File: config.mk
export PLATFORM = sky130hd
export DESIGN_NAME = pool_layer_sched
export DESIGN_NICKNAME = d
export VERILOG_FILES = /design/src/rtl/pool_layer_sched.sv
export SDC_FILE = /design/constraint.sdc
export NUM_CORES = 1
export LEC_CHECK = 0
export ABC_CLOCK_PERIOD_IN_PS = 2200
export CAP_MARGIN = 20
export CORE_AREA = 2 2 49 51
export DETAILED_ROUTE_END_ITERATION = 10
export DIE_AREA = 0 0 51 53
export PLACE_DENSITY = 0.65
export SYNTH_ARGS = -nofsm -noshare
export SYNTH_HDL_FRONTEND = slang
export SYNTH_SLANG_ARGS = --single-unit
File: constraint.sdc
create_clock -name i_clk -period 2.2 [get_ports i_clk]
set_input_delay 0.66 -clock i_clk [delete_from_list [all_inputs] [get_ports i_clk]]
set_output_delay 0.66 -clock i_clk [all_outputs]
set_load 0.005 [all_outputs]
File: src/rtl/pool_layer_sched.sv
// rtl/pool_layer_sched.sv - per-layer conv + 2x2 max-pool map sequencer
// Optional watchdog and ERR state are built when POOL_SCHED_TIMEOUT_EN is defined.
module pool_layer_sched #(
  parameter int NUM_MAPS    = 6,
  parameter int MAP_W       = 3,
  parameter int DRAIN_CYC   = 4,
  parameter int TIMEOUT_CYC = 4096
) (
  input  logic             i_clk,
  input  logic             i_rst_n,
  input  logic             i_start,
  input  logic             i_abort,
  input  logic             i_conv_done,
  input  logic             i_pool_done,
  output logic             o_conv_start,
  output logic [1:0]       o_cal_wait,
  output logic [MAP_W-1:0] o_map_idx,
  output logic             o_busy,
  output logic             o_layer_done,
  output logic             o_err
);
  typedef enum logic [2:0] {
    S_IDLE, S_CONV_GO, S_CONV_WAIT, S_POOL, S_DRAIN, S_FIN, S_ERR
  } state_t;

  localparam int DC_W = $clog2(DRAIN_CYC + 1);
  localparam logic [DC_W-1:0]  DRAIN_LAST = DC_W'(DRAIN_CYC - 1);
  localparam logic [MAP_W-1:0] LAST_MAP   = MAP_W'(NUM_MAPS - 1);

  state_t           r_state, w_state_nxt;
  logic             r_conv_seen, r_pool_armed;
  logic [DC_W-1:0]  r_drain_cnt;
  logic [MAP_W-1:0] r_map_idx, w_map_nxt;
  logic             r_conv_start, r_busy, r_layer_done, r_err;
  logic [1:0]       r_cal_wait, w_cal_wait;
  logic             w_conv_start, w_busy, w_layer_done, w_err;
  logic             w_timeout, w_start_ok;

`ifdef POOL_SCHED_TIMEOUT_EN
  localparam int WD_W = $clog2(TIMEOUT_CYC + 1);
  localparam logic [WD_W-1:0] WD_LAST = WD_W'(TIMEOUT_CYC - 1);
  logic [WD_W-1:0] r_wd_cnt;
  logic            r_start_blk;

  assign w_timeout  = (r_state == S_CONV_WAIT || r_state == S_POOL) && (r_wd_cnt == WD_LAST);
  assign w_start_ok = i_start && !r_start_blk;

  always_ff @(posedge i_clk or negedge i_rst_n) begin
    if (!i_rst_n) begin
      r_wd_cnt    <= '0;
      r_start_blk <= 1'b0;
    end else begin
      if (w_state_nxt != r_state)
        r_wd_cnt <= '0;
      else if (r_state == S_CONV_WAIT || r_state == S_POOL)
        r_wd_cnt <= r_wd_cnt + WD_W'(1);
      // a start that clears ERR must be released before it can launch a layer
      if (r_state == S_ERR && w_state_nxt == S_IDLE && i_start)
        r_start_blk <= 1'b1;
      else if (!i_start)
        r_start_blk <= 1'b0;
    end
  end
`else
  logic w_unused_timeout;
  assign w_unused_timeout = (TIMEOUT_CYC > 0);
  assign w_timeout        = 1'b0;
  assign w_start_ok       = i_start;
`endif

  always_ff @(posedge i_clk or negedge i_rst_n) begin
    if (!i_rst_n) begin
      r_state      <= S_IDLE;
      r_map_idx    <= '0;
      r_conv_start <= 1'b0;
      r_cal_wait   <= 2'b00;
      r_busy       <= 1'b0;
      r_layer_done <= 1'b0;
      r_err        <= 1'b0;
    end else begin
      r_state      <= w_state_nxt;
      r_map_idx    <= w_map_nxt;
      r_conv_start <= w_conv_start;
      r_cal_wait   <= w_cal_wait;
      r_busy       <= w_busy;
      r_layer_done <= w_layer_done;
      r_err        <= w_err;
    end
  end

  // conv_done may land during CONV_GO; pool_done must be seen low in POOL before it counts
  always_ff @(posedge i_clk or negedge i_rst_n) begin
    if (!i_rst_n) begin
      r_conv_seen  <= 1'b0;
      r_pool_armed <= 1'b0;
      r_drain_cnt  <= '0;
    end else begin
      r_conv_seen  <= (r_state == S_CONV_GO) && i_conv_done;
      r_pool_armed <= (r_state == S_POOL) && (w_state_nxt == S_POOL) &&
                      (r_pool_armed || !i_pool_done);
      if (r_state == S_DRAIN && w_state_nxt == S_DRAIN)
        r_drain_cnt <= (r_drain_cnt == DRAIN_LAST) ? r_drain_cnt : r_drain_cnt + DC_W'(1);
      else
        r_drain_cnt <= '0;
    end
  end

  always_comb begin
    w_state_nxt = r_state;
    if (i_abort) begin
      w_state_nxt = S_IDLE;
    end else begin
      case (r_state)
        S_IDLE:      if (w_start_ok) w_state_nxt = S_CONV_GO;
        S_CONV_GO:   w_state_nxt = S_CONV_WAIT;
        S_CONV_WAIT: begin
          if (i_conv_done || r_conv_seen) w_state_nxt = S_POOL;
          else if (w_timeout)             w_state_nxt = S_ERR;
        end
        S_POOL: begin
          if (r_pool_armed && i_pool_done) w_state_nxt = S_DRAIN;
          else if (w_timeout)              w_state_nxt = S_ERR;
        end
        S_DRAIN: begin
          if (r_drain_cnt == DRAIN_LAST && !i_pool_done)
            w_state_nxt = (r_map_idx == LAST_MAP) ? S_FIN : S_CONV_GO;
        end
        S_FIN:   w_state_nxt = S_IDLE;
        S_ERR:   if (i_start) w_state_nxt = S_IDLE;
        default: w_state_nxt = S_IDLE;
      endcase
    end
  end

  // outputs are decoded from the next state so they register alongside it
  always_comb begin
    w_map_nxt = r_map_idx;
    if (w_state_nxt == S_IDLE)
      w_map_nxt = '0;
    else if (r_state == S_DRAIN && w_state_nxt == S_CONV_GO)
      w_map_nxt = r_map_idx + MAP_W'(1);
    w_conv_start = (w_state_nxt == S_CONV_GO);
    w_busy       = (w_state_nxt != S_IDLE);
    w_layer_done = (w_state_nxt == S_FIN);
    w_err        = (w_state_nxt == S_ERR);
    case (w_state_nxt)
      S_CONV_GO, S_CONV_WAIT: w_cal_wait = 2'b01;
      S_POOL:                 w_cal_wait = 2'b11;
      default:                w_cal_wait = 2'b00;
    endcase
  end

  assign o_conv_start = r_conv_start;
  assign o_cal_wait   = r_cal_wait;
  assign o_map_idx    = r_map_idx;
  assign o_busy       = r_busy;
  assign o_layer_done = r_layer_done;
  assign o_err        = r_err;

endmodule

**Yosys cells after proc, flatten, opt, wreduce, memory -nomap -nowiden**

Index checks and enable logic that the tools add are counted.

- Bits in registers: 17
- Output and inout bits: 9
- Word-level logic and storage cells: 54

- Add/sub/neg operators: 2
- Equality and inequality tests: 14
- Mux-type cells: 13
- Reduce and logical (&&, ||, !) cells: 15

Operators with widths:

| operator | count |
|---|---|
| two-way mux 3 bit | 11 |
| equality test 3 bit, second input constant | 6 |
| case mux 3 bit (6 select lines) | 1 |
| equality test 3 x 2 -> 1 bit, second input constant | 5 |
| logical AND 1 bit | 7 |
| adder 3 x 1 -> 3 bit, second input constant | 2 |
| equality test 3 x 1 -> 1 bit, second input constant | 2 |
| zero test 3 bit | 2 |
| case mux 2 bit (2 select lines) | 1 |
| nonzero test 3 bit | 1 |
| logical OR 1 bit | 2 |
| != test 2 bit, second input constant | 1 |
| nonzero test 2 bit | 1 |
| OR reduction 2 bit | 1 |
| zero test 1 bit | 1 |

**Logic depth before layout (Yosys ltp)**

Gate-level depths: netlist of the first run.

- Word-level depth: 9
- Mapped depth: 6
- Mapped depth without buffers: 6

**Worst setup path after synthesis of the first run**

OpenSTA, ideal clock, no wires.

- Path type: flip-flop to flip-flop
- Start: register r_drain_cnt[0]
- End: register r_cal_wait[0] (netlist: o_cal_wait[0])
- Arrival: 1.692 ns
- Slack: 0.375 ns
- Cell stages (with the launch flop): 7
- Cells stage by stage: dfrtp_1 ha_1 ha_1 nor2b_4 a2111o_1 a2bb2oi_2 nor2b_1

- Word-level cells in the longest chain between the ends: 8
- Elaborated cells between the ends (all ways): 10
- Classes of those cells: 4 x eq/ne; 4 x mux; 2 x reduce/logical

Ends and longest elaborated chain:

| element | line | RTL |
|---|---|---|
| start, declared | 32 | `logic [DC_W-1:0] r_drain_cnt;` |
| start signal, assigned | 102 | `r_drain_cnt <= (r_drain_cnt == DRAIN_LAST) ? r_drain_cnt : r_drain_cnt + DC_W'(1);` |
| equality test 3 x 2 -> 1 bit (*) | 125 | `if (r_drain_cnt == DRAIN_LAST && !i_pool_done)` |
| logical AND 1 bit (*) | 125 |  |
| two-way mux 3 bit (*) | 125 |  |
| case mux 3 bit (6 select lines) (*) | 113 | `case (r_state)` |
| two-way mux 3 bit (*) | 110 | `if (i_abort) begin` |
| equality test 3 x 1 -> 1 bit / equality test 3 x 2 -> 1 bit (equally long branches) | 146 | `case (w_state_nxt)` |
| OR reduction 2 bit | 146 |  |
| case mux 2 bit (2 select lines) (*) | 146 |  |
| named net w_cal_wait[0] | 35 | `logic [1:0] r_cal_wait, w_cal_wait;` |
| end signal, assigned | 84 | `r_cal_wait <= w_cal_wait;` |
| end, declared | 35 |  |

Mark *: on every way through the listed nets, which the timed path passes. The rest lies on a longest branch.
A chain may end at the register's enable or synchronous reset.

**Worst setup path in the final report of the first run**

Ends and elaborated chain as after synthesis.

==> results of run 1 <==
area by class of cell:
| class | count | area (µm²) |
|---|---|---|
| fillers | 183 | 957.2 |
| clock buffers | 3 | 22.52 |
| well taps | 28 | 35.03 |
| flip-flops and latches | 17 | 425.4 |
| multi-input cells | 55 | 469.2 |
| clock inverters | 1 | 5.005 |
| inverters | 7 | 26.28 |
| repair buffers | 23 | 207.7 |
cells in the final DEF, fill, tap and decap left out, drive strengths merged, types with 4 or more instances in the layout:
cell type	instances
dfrtp	17
clkdlybuf4s50	14
buf	9
inv	7
nor2	6
a21oi	4
ha	4
nor4	4
cell usage after synthesis, types with 2 or more instances:
cell type	n	share of area [%]
sky130_fd_sc_hd__a211o_1	2	1.9
sky130_fd_sc_hd__dfrtp_1	17	45
sky130_fd_sc_hd__mux2i_1	2	2.1
sky130_fd_sc_hd__nand2_1	3	1.2
sky130_fd_sc_hd__nor2b_1	2	1.3
sky130_fd_sc_hd__inv_1	7	2.8
sky130_fd_sc_hd__buf_2	2	1.1
sky130_fd_sc_hd__nand2b_1	2	1.3
sky130_fd_sc_hd__a21oi_1	4	2.1
sky130_fd_sc_hd__nand4_1	2	1.3
sky130_fd_sc_hd__nor4_1	3	2.0
sky130_fd_sc_hd__nand3_1	2	1.1
sky130_fd_sc_hd__nor3_2	2	2.1
sky130_fd_sc_hd__ha_1	4	5.3
sky130_fd_sc_hd__nor2_1	6	2.4
sky130_fd_sc_hd__xor2_1	3	2.8
layer usage:
| metal | vias to the layer above | GRT usage, % | part of all wire [%] |
|---|---|---|---|
| li1 | 343 | - | - |
| met1 | 324 | 19.72 | 48 |
| met2 | 13 | 26.62 | 47 |
| met3 | 4 | 1.695 | 3.1 |
| met4 | 0 | 8.108 | 1.5 |
| met5 | - | 0 | 0 |
stage by stage:
stage / power, mW / instances
2_1_floorplan: 0.4132 / 82
3_3_place_gp: 0.4726 / 130
3_5_place_dp: 0.4736 / 130
4_1_cts: 0.6394 / 134
5_1_grt: 0.6676 / 134
6_report: 0.6349 / 134
cells by family (layout without fill, tap and decap cells):
kind of cell | after synthesis | count (layout) | share of synthesized area [%]
and+or+nand+nor | 31 | 31 | 22.44
muxes | 2 | 2 | 2.125
xor gates and xnor gates | 3 | 3 | 2.789
adders and majority gates | 4 | 4 | 5.312
AOI/OAI and AO/OA | 15 | 15 | 17.13
buffers and inverters | 10 | 34 | 5.047
DFF | 17 | 17 | 45.15
power by group:
part | internal, mW | total [mW] | leakage [nW] | switching, mW
Clock | 0.0676 | 0.167 | 0.0177 | 0.0996
Combinational | 0.0656 | 0.123 | 0.293 | 0.0578
Sequential | 0.326 | 0.344 | 0.232 | 0.0178
Total | 0.460 | 0.635 | 0.542 | 0.175
registers in the layout (all words and copies together), names as in the netlist:
register and cells:
o_map_idx 3, o_conv_start 1, r_pool_armed 1, r_drain_cnt 3
o_layer_done 1, r_state 3, o_err 1, r_conv_seen 1
o_busy 1, o_cal_wait 2
worst min-delay path, cell delays in order (launching register included):
cell and delay, ns:
sky130_fd_sc_hd__dfrtp_1 0.39, sky130_fd_sc_hd__mux2i_1 0.13, sky130_fd_sc_hd__nor4_1 0.06
how the worst max path moves through the flow:
stage	to	slack, ns	depth (start not counted)
final	o_cal_wait[0]	0.19	6
after global routing	o_cal_wait[0]	0.10	6
after global placement	o_cal_wait[0]	-0.08	5
after detailed placement	o_cal_wait[0]	-0.08	5
after CTS	o_cal_wait[0]	0.17	6
after floorplan	o_cal_wait[0]	0.38	6
==> run metrics, run 1 <==
setup slack on the worst flop-to-flop path 0.19 ns; async set-or-reset flop fraction in the synthesized netlist 100.0%; shortest clock period the worst path allows after layout 2.015 ns; crit path buf inv count 0; placed cell area 0.001164 mm²; die width 51 µm; Crit Path Max Fanout 7; Detailed Place HPWL 1.338 mm; antenna violations before repair 0; cell area after layout 0.001191 mm²; Mapped Nets 92; synthesized netlist cell count 82; Placer Congestion 0.7948; hold violation total from the final report 0; TNS Setup 0 ns; wirelength, routed 1.801 mm; register bit count reported by yosys 17; first-pass GRT wire length 3.091 mm; class of the most critical setup path register to register; number of DRC violations after detailed routing 0; outcome finished, final reports clean; clock slew seen by the registers of the worst setup and hold paths 0.10 ns; Area Overhead vs Synth 26.43%; Inserted Clock Buffers 3; Cells on Worst Hold Path 2; pwr/cell area 533.0 mW/mm²; dominant synthesized flop cell sky130_fd_sc_hd__dfrtp_1; launch point of the worst reg-to-reg path r_drain_cnt[0]; quantity of I/O buffers inserted on ports 14; placeable core region 0.002148 mm²; Tightest Hold Check Type register to register; pin slew with the least headroom to its limit 0.4477 ns; Std-Cell Rows 17; final worst-path cycle share 91.58%; Max-Slew Margin vs Limit 70.15%; maximum clock frequency 0.4963 GHz; worst clock skew 0.005732 ns; critical path data arrival time 2.19 ns; cell family with most CP delay compound AO/OA/AOI/OAI gates; total of cells resized after clock tree synthesis 0; final-report max-slew violation count 0; number of flops mapped to enable cells by yosys 0; post-synthesis area per instance 11.49 µm²; RSZ-0062 raised after global routing no; pre-CTS setup slack -0.07772 ns; cell repeated most along the worst path sky130_fd_sc_hd__ha_1; vias per cell 5.104; count of warnings emitted by yosys 0; leakage power summed over all cells 0.5423 nW; source of the critical timing path r_drain_cnt[0]; critical path launch point type register; number of nets in the finished design 117; Worst Hold End r_drain_cnt[1]; pin count of the biggest net entering global routing 18; count of H-tree levels built during CTS 1; DRT iter0 DRCs 15; startpoint of the lowest-slack hold path r_drain_cnt[1]; worst hold margin 0.6095 ns; Crit path required time 2.37 ns; slowest cell on the critical path sky130_fd_sc_hd__a2111o_1; CTS tree yes; sequential share of the synthesized area 45.15%; number of maximum-capacitance violations 0; proportion of layout cells with a drive suffix above 1 22.64%; Setup-failing EPs final 0; Final WS setup 0.1853 ns; number of unique standard cell types used by synthesis 35; Die Ht 53 µm; total global-route track usage 15.70%; core occupancy in the finished layout 55.45%; peak per-stage delay on the critical path 0.47 ns; Max VDD drop 0.2641 mV; clock tree root driver cell sky130_fd_sc_hd__clkbuf_4; effective utilization at floorplan 43.86%; Post-CTS Setup Repair Bufs 0; hold buffers post-CTS 0; cell area after technology mapping 942.2 µm²; critical path endpoint category register; Worst-Skew Late Latency 0.29 ns; 1st-pass router iterations 4; count of pins on the block boundary 15; Detail Route Antenna Nets 0; Num Clock Sinks 17; R2R depth 6; Max Buffers Root-to-Sink 2; wire per inst 13.44 µm; global route overflow 0; routed via count 684; cells along the critical path ha_1, ha_1, nor2b_4, a2111o_1, a2bb2oi_2, nor2b_1; DIE AREA 0.002703 mm²; via count of the first global-routing pass 713; antenna diode count 0; worst reg2reg path endpoint o_cal_wait[0]
Power figures use the tool's default switching activity.
==> inputs of run 2 (changes only) <==
Settings changed: DONT_BUFFER_PORTS from default to 1, PLACE_DENSITY 0.65 to 0.56.
==> run metrics, run 2 (synthesized netlist as in run 1, its figures left out) <==
Detail Route Antenna Nets 0 (unchanged); Area Overhead vs Synth 4.250% (was 26.43%); quantity of I/O buffers inserted on ports 0 (was 14); final worst-path cycle share 89.98% (was 91.58%); die width 51 µm (unchanged); critical path endpoint category register (unchanged); Crit Path Max Fanout 7 (unchanged); switching power summed over all nets 0.1560 mW (was 0.1752 mW); wirelength, routed 1.690 mm (was 1.801 mm); proportion of layout cells with a drive suffix above 1 16.87% (was 22.64%); critical path data arrival time 2.15 ns (was 2.19 ns); vias per cell 5.631 (was 5.104); Die Ht 53 µm (unchanged); total global-route track usage 14.82% (was 15.70%); combinational power share 11.6% (was 19.4%); pin count of the biggest net entering global routing 18 (unchanged); routed via count 625 (was 684); antenna violations before repair 0 (unchanged); class of the most critical setup path register to register (unchanged); RSZ-0062 raised after global routing no (unchanged); share of total power in the clock network 28.9% (was 26.3%); number of DRC violations after detailed routing 0 (unchanged); Crit path required time 2.37 ns (about the same); maximum clock frequency 0.5052 GHz (was 0.4963 GHz); placeable core region 0.002148 mm² (unchanged); clock slew seen by the registers of the worst setup and hold paths 0.10 ns (about the same); Std-Cell Rows 17 (unchanged); antenna diode count 0 (unchanged); outcome finished, final reports clean (unchanged); Tightest Hold Check Type input port to async pin (was register to register); Max VDD drop 0.2503 mV (was 0.2641 mV); Worst-Skew Late Latency 0.29 ns (about the same); R2R depth 6 (unchanged); clock tree root driver cell sky130_fd_sc_hd__clkbuf_4 (unchanged); number of nets in the finished design 94 (was 117); shortest clock period the worst path allows after layout 1.980 ns (was 2.015 ns); post-route total power 0.5821 mW (was 0.6349 mW); Max-Slew Margin vs Limit 71.19% (was 70.15%); pin slew with the least headroom to its limit 0.4321 ns (was 0.4477 ns); 1st-pass router iterations 4 (unchanged); global route overflow 0 (unchanged); final-report max-slew violation count 0 (unchanged); Placer Congestion 0.8348 (was 0.7948); Inserted Clock Buffers 3 (unchanged); hold buffers post-CTS 0 (unchanged); Max Buffers Root-to-Sink 2 (unchanged); via count of the first global-routing pass 619 (was 713); effective utilization at floorplan 43.86% (unchanged); pwr/cell area 592.7 mW/mm² (was 533.0 mW/mm²); internal power consumption 0.4261 mW (was 0.4597 mW); CTS tree yes (unchanged); Num Clock Sinks 17 (unchanged); number of maximum-capacitance violations 0 (unchanged); worst clock skew 0.002621 ns (was 0.005732 ns); first-pass GRT wire length 2.808 mm (was 3.091 mm); count of pins on the block boundary 15 (unchanged); Post-CTS Setup Repair Bufs 0 (unchanged); Setup-failing EPs final 0 (unchanged); switch share 26.81% (was 27.59%); count of H-tree levels built during CTS 1 (unchanged); TNS Setup 0 ns (unchanged); DIE AREA 0.002703 mm² (unchanged); most common cell after layout, fill and taps aside sky130_fd_sc_hd__dfrtp_1 (unchanged); DRT iter0 DRCs 11 (was 15); critical path launch point type register (unchanged); Sequential Power Share 59.5% (was 54.2%); hold violation total from the final report 0 (unchanged); commonest cells after routing, fill and taps aside 17 x sky130_fd_sc_hd__dfrtp_1, 7 x sky130_fd_sc_hd__inv_1, 6 x sky130_fd_sc_hd__nor2_1 (was 17 x sky130_fd_sc_hd__dfrtp_1, 14 x sky130_fd_sc_hd__clkdlybuf4s50_1, 9 x sky130_fd_sc_hd__buf_4); wire per inst 15.23 µm (was 13.44 µm); Detailed Place HPWL 1.266 mm (was 1.338 mm); leakage power summed over all cells 0.4443 nW (was 0.5423 nW); total of cells resized after clock tree synthesis 0 (unchanged)
## run 2: cell types whose count changed in the layout (fill, tap and decap cells not counted), sizes merged
cell / change
clkdlybuf4s50: -14
buf: -9
clkbuf: +1
clkinv: -1
## run 2: path summary, 6_finish.rpt
path,slack [ns],end,from
setup / recovery,0.22,o_cal_wait[0],r_drain_cnt[0]
hold / removal,0.05,o_conv_start,i_rst_n
setup reg to reg,0.22,o_cal_wait[0],r_drain_cnt[0]
hold reg to reg,0.60,r_pool_armed,r_pool_armed
max in group asynchronous,2.08,o_map_idx[1],i_rst_n
min in group i_clk,0.53,r_conv_seen,i_conv_done
## run 2: layout make-up
class | count | area (µm²)
well taps | 28 | 35.03
fillers | 214 | 1166
clock buffers | 4 | 26.28
inverters | 7 | 26.28
flip-flops and latches | 17 | 425.4
multi-input cells | 55 | 469.2
## run 2: power by group through the flow
| stage | logic [mW] | registers, mW | clock network (mW) |
|---|---|---|---|
| after floorplan | 0.0737 | 0.339 | 0 |
| after global placement | 0.0674 | 0.354 | 0 |
| after detailed placement | 0.0673 | 0.353 | 0 |
| after CTS | 0.0674 | 0.347 | 0.179 |
| after global routing | 0.0748 | 0.350 | 0.189 |
| final | 0.0675 | 0.346 | 0.168 |
## run 2: worst max-delay path, cell delays in order, from the launching register on
cell and delay [ns]:
sky130_fd_sc_hd__dfrtp_1 0.41, sky130_fd_sc_hd__ha_1 0.21, sky130_fd_sc_hd__ha_1 0.26, sky130_fd_sc_hd__nor2b_4 0.17, sky130_fd_sc_hd__a2111o_1 0.44, sky130_fd_sc_hd__a2bb2oi_2 0.21, sky130_fd_sc_hd__nor2b_1 0.15
## run 2: per-layer routing
layer  GRT usage (%)  vias to the layer above  part of all wire [%]
li1                -                      299                     -
met1           18.20                      307                    45
met2           23.81                       14                    48
met3           2.825                        5                   4.7
met4           9.459                        0                   2.5
met5               0                        -                     0
## run 2: per-stage QoR
step,setup WS (ns),utilization (%),std cells,cell area (µm²),hold WS (ns)
after global placement,0.3057,44.50,107,955.9,0.3648
after floorplan,0.3755,-,82,942.2,0.3644
after CTS,0.1929,45.72,111,982.2,0.03272
after global routing,0.03764,45.72,111,982.2,0.02205
after detailed placement,0.2234,44.50,107,955.9,0.3649
final,0.2205,45.72,111,982.2,0.04883
==> inputs of run 3 (changes only) <==
Settings changed: CAP_MARGIN 20 to 10, CORE_AREA 2 2 49 51 to 10 10 57 59, DIE_AREA 0 0 51 53 to 0 0 67 69.
==> run metrics, run 3 (synthesized netlist as in run 1, its figures left out) <==
class of the most critical setup path register to register (unchanged); Detailed Place HPWL 1.367 mm (was 1.266 mm); pwr/cell area 598.5 mW/mm² (was 592.7 mW/mm²); effective utilization at floorplan 43.86% (unchanged); met3 capacity usage during global routing 3.060% (was 2.825%); Inserted Clock Buffers 3 (unchanged); Post-CTS Setup Repair Bufs 0 (unchanged); critical path launch point type register (unchanged); quantity of I/O buffers inserted on ports 0 (unchanged); first-pass GRT wire length 2.898 mm (was 2.808 mm); Detail Route Antenna Nets 0 (unchanged); TNS Setup 0 ns (unchanged); Num Clock Sinks 17 (unchanged); Std-Cell Rows 17 (unchanged); Placer Congestion 0.8461 (was 0.8348); maximum clock frequency 0.5038 GHz (was 0.5052 GHz); shortest clock period the worst path allows after layout 1.985 ns (was 1.980 ns); pre-CTS setup slack 0.2341 ns (was 0.2234 ns); met1 Usage GRT 9.813% (was 18.20%); filler cell count in the final layout 204 (was 214); Max Buffers Root-to-Sink 2 (unchanged); proportion of layout cells with a drive suffix above 1 18.07% (was 16.87%); fraction of met2 tracks used by global routing 11.72% (was 23.81%); number of nets in the finished design 94 (unchanged); Die Ht 69 µm (was 53 µm); Crit Path Max Fanout 7 (unchanged); outcome finished, final reports clean (unchanged); via count of the first global-routing pass 577 (was 619); Area Overhead vs Synth 4.382% (was 4.250%); antenna violations before repair 0 (unchanged); hold violation total from the final report 0 (unchanged); number of DRC violations after detailed routing 0 (unchanged); source of the critical timing path r_drain_cnt[0] (unchanged); 1st-pass router iterations 4 (unchanged); most common cell after layout, fill and taps aside sky130_fd_sc_hd__dfrtp_1 (unchanged); total of cells resized after clock tree synthesis 0 (unchanged); hold buffers post-CTS 0 (unchanged); commonest cells after routing, fill and taps aside 17 x sky130_fd_sc_hd__dfrtp_1, 7 x sky130_fd_sc_hd__inv_1, 6 x sky130_fd_sc_hd__nor2_1 (unchanged); vias per cell 5.477 (was 5.631); launch point of the worst reg-to-reg path r_drain_cnt[0] (unchanged); pin count of the biggest net entering global routing 18 (unchanged); global route overflow 0 (unchanged); final worst-path cycle share 90.23% (was 89.98%); Setup-failing EPs final 0 (unchanged); die width 67 µm (was 51 µm); pin slew with the least headroom to its limit 0.4223 ns (was 0.4321 ns); Crit path required time 2.39 ns (was 2.37 ns); RSZ-0062 raised after global routing no (unchanged); Max VDD drop 0.2461 mV (was 0.2503 mV); clock slew seen by the registers of the worst setup and hold paths 0.11 ns (was 0.10 ns); Final WS setup 0.2150 ns (was 0.2205 ns); count of H-tree levels built during CTS 1 (unchanged); DRT iter0 DRCs 20 (was 11); Max-Slew Margin vs Limit 71.85% (was 71.19%); number of maximum-capacitance violations 0 (unchanged); critical path data arrival time 2.17 ns (was 2.15 ns); leakage power summed over all cells 0.4470 nW (was 0.4443 nW); total global-route track usage 8.110% (was 14.82%); global route hottest layer met2 (unchanged); wirelength, routed 1.804 mm (was 1.690 mm); critical path endpoint category register (unchanged); Tightest Hold Check Type input port to async pin (unchanged); final-report max-slew violation count 0 (unchanged); worst clock skew 0.008590 ns (was 0.002621 ns); count of pins on the block boundary 15 (unchanged); post-route total power 0.5886 mW (was 0.5821 mW); clock tree root driver cell sky130_fd_sc_hd__clkbuf_4 (unchanged); antenna diode count 0 (unchanged); routed via count 608 (was 625); CTS tree yes (unchanged); DIE AREA 0.004623 mm² (was 0.002703 mm²); Worst-Skew Late Latency 0.30 ns (was 0.29 ns); wire per inst 16.25 µm (was 15.23 µm); placeable core region 0.002148 mm² (unchanged)
==> run 3: changes by cell type in the layout (fill, tap and decap cells not counted) <==
cell                       delta
sky130_fd_sc_hd__clkbuf_1     -1
sky130_fd_sc_hd__clkinv_2     +1
==> run 3: stage by stage <==
stage / cell area [µm²] / hold slack, ns / util (%) / instances
2_1_floorplan: 942.2 / 0.3644 / - / 82
3_3_place_gp: 955.9 / 0.3650 / 44.50 / 107
3_5_place_dp: 955.9 / 0.3651 / 44.50 / 107
4_1_cts: 983.4 / 0.03043 / 45.78 / 111
5_1_grt: 983.4 / 0.01689 / 45.78 / 111
6_report: 983.4 / 0.03695 / 45.78 / 111
==> run 3: final cells by class <==
class                   count  area, µm²  share of cell area, %
well taps                  28      35.03                  3.562
flip-flops and latches     17      425.4                  43.26
clock buffers               3      22.52                  2.290
clock inverters             1      5.005                 0.5089
multi-input cells          55      469.2                  47.71
inverters                   7      26.28                  2.672
==> run 3: worst paths after layout <==
kind                                   to  slack [ns]  depth (start not counted)
setup / recovery            o_cal_wait[0]        0.22                          6
setup reg to reg            o_cal_wait[0]        0.22                          6
max in group asynchronous    r_pool_armed        2.09                          0
hold reg to reg              r_pool_armed        0.59                          1
hold / removal             r_drain_cnt[0]        0.04                          0
min in group i_clk            r_conv_seen        0.53                          1
==> run 3: critical path: stages (launching register included) <==
cell	delay, ns
sky130_fd_sc_hd__dfrtp_1	0.41
sky130_fd_sc_hd__ha_1	0.20
sky130_fd_sc_hd__ha_1	0.27
sky130_fd_sc_hd__nor2b_4	0.17
sky130_fd_sc_hd__a2111o_1	0.45
sky130_fd_sc_hd__a2bb2oi_2	0.21
sky130_fd_sc_hd__nor2b_1	0.15
==> run 3: where the power goes <==
group / internal (mW) / switching (mW)
clock: 0.0677 / 0.106
combinational: 0.0288 / 0.0382
sequential: 0.327 / 0.0208
==> run 3: routing by layer <==
| layer | up-vias | wire length [µm] |
|---|---|---|
| li1 | 302 | - |
| met4 | 0 | 55 |
| met1 | 278 | 815 |
| met5 | - | 0 |
| met3 | 8 | 141 |
| met2 | 20 | 791 |
==> RTL change (settings of run 1) <==
Build with the macro `POOL_SCHED_TIMEOUT_EN` defined.
--- a/src/rtl/pool_layer_sched.sv
+++ b/src/rtl/pool_layer_sched.sv
@@ -1,5 +1,7 @@
 // rtl/pool_layer_sched.sv - per-layer conv + 2x2 max-pool map sequencer
 // Optional watchdog and ERR state are built when POOL_SCHED_TIMEOUT_EN is defined.
+`define POOL_SCHED_TIMEOUT_EN
+
 module pool_layer_sched #(
   parameter int NUM_MAPS    = 6,
   parameter int MAP_W       = 3,
Check against the original RTL: no difference found for any inputs over 10 cycles, from zero or initial values and one cycle with i_rst_n low; that may be too few to reach the edited logic, so the function may still have changed.
==> RTL change against run 1 <==
The run now fails in clock tree synthesis; synthesized cell count grew 98%; area after synthesis grew 86%.
==> RTL change: results (changes against run 1) <==
[yosys]
synth.cell_area_mm2=0.00175  ; +86%
post_synth_most_frequent_cells=31 x sky130_fd_sc_hd__dfrtp_1, 16 x sky130_fd_sc_hd__nor2_1, 10 x sky130_fd_sc_hd__nor3_2, 8 x sky130_fd_sc_hd__inv_1, 8 x sky130_fd_sc_hd__xnor2_1
synth_sequential_area_ratio_pct=44.2  ; -0.93 points
synth_fp_nets=173  ; +88%
ys_async_sr_fraction_pct=100  ; unchanged
synth.avg_cell_area_um2=10.8  ; -5.8%
yosys_warnings=0  ; unchanged
post_synth_num_cell_types=48  ; +37%
dominant_cells_by_area_after_synthesis=sky130_fd_sc_hd__dfrtp_1 44%, sky130_fd_sc_hd__nor3_2 5.7%, sky130_fd_sc_hd__xnor2_1 4.0%
postSynthRegisterBits=31  ; +14

[place]
place.detailed.hpwl_mm=4.08  ; +210%
io_buffers=14  ; unchanged
postPlaceCellArea_mm2=0.00207  ; +78%
post-place-ws_ps=-1040  ; -958 ps
gpl.final_weighted_congestion=0.890  ; +12%
post-place-cells=222  ; +71%

[clock_network]
cts_hold_repair.buffers=0  ; unchanged
cts_repair_resize_count=30  ; +30
cts_htree_levels=2  ; +1
cts-root-buf=sky130_fd_sc_hd__clkbuf_4
clock_tree.buffer_depth=2  ; unchanged
cts.repair_timing.setup_buffer_count=6  ; +6
cts_buffers=5  ; +2

[status]
status=aborted with a tool error
flow.stopped_at=clock tree synthesis
flow.first_error=[ERROR DPL-0038] Utilization greater than 100%, impossible to legalize

RTL change: cell types whose count changed after synthesis, sizes merged, moves of 3 or more:
cell and change:
xor2 +4, xnor2 +8, nor3 +13, nor2 +11
dfrtp +14, nand4 +4, nand3 +3, nand2 +3
o21ai +4
RTL change: stage by stage:
| step | TNS (ps) | utilization [%] |
|---|---|---|
| floorplan | 0 | - |
| global placement | -9590 | 96.2 |
| detailed placement | -18990 | 96.2 |
RTL change: kinds of logic after synthesis:
group                    after synthesis  share of synthesized area (%)
AO/OA/AOI/OAI                         23                           11.8
XOR/XNOR                              15                           7.49
flip-flops                            31                           44.2
multiplexers                           3                           1.71
adder cells (fa/ha/maj)                5                           3.57
AND/OR/NAND/NOR                       70                           26.6
buffers and inverters                 15                           4.56
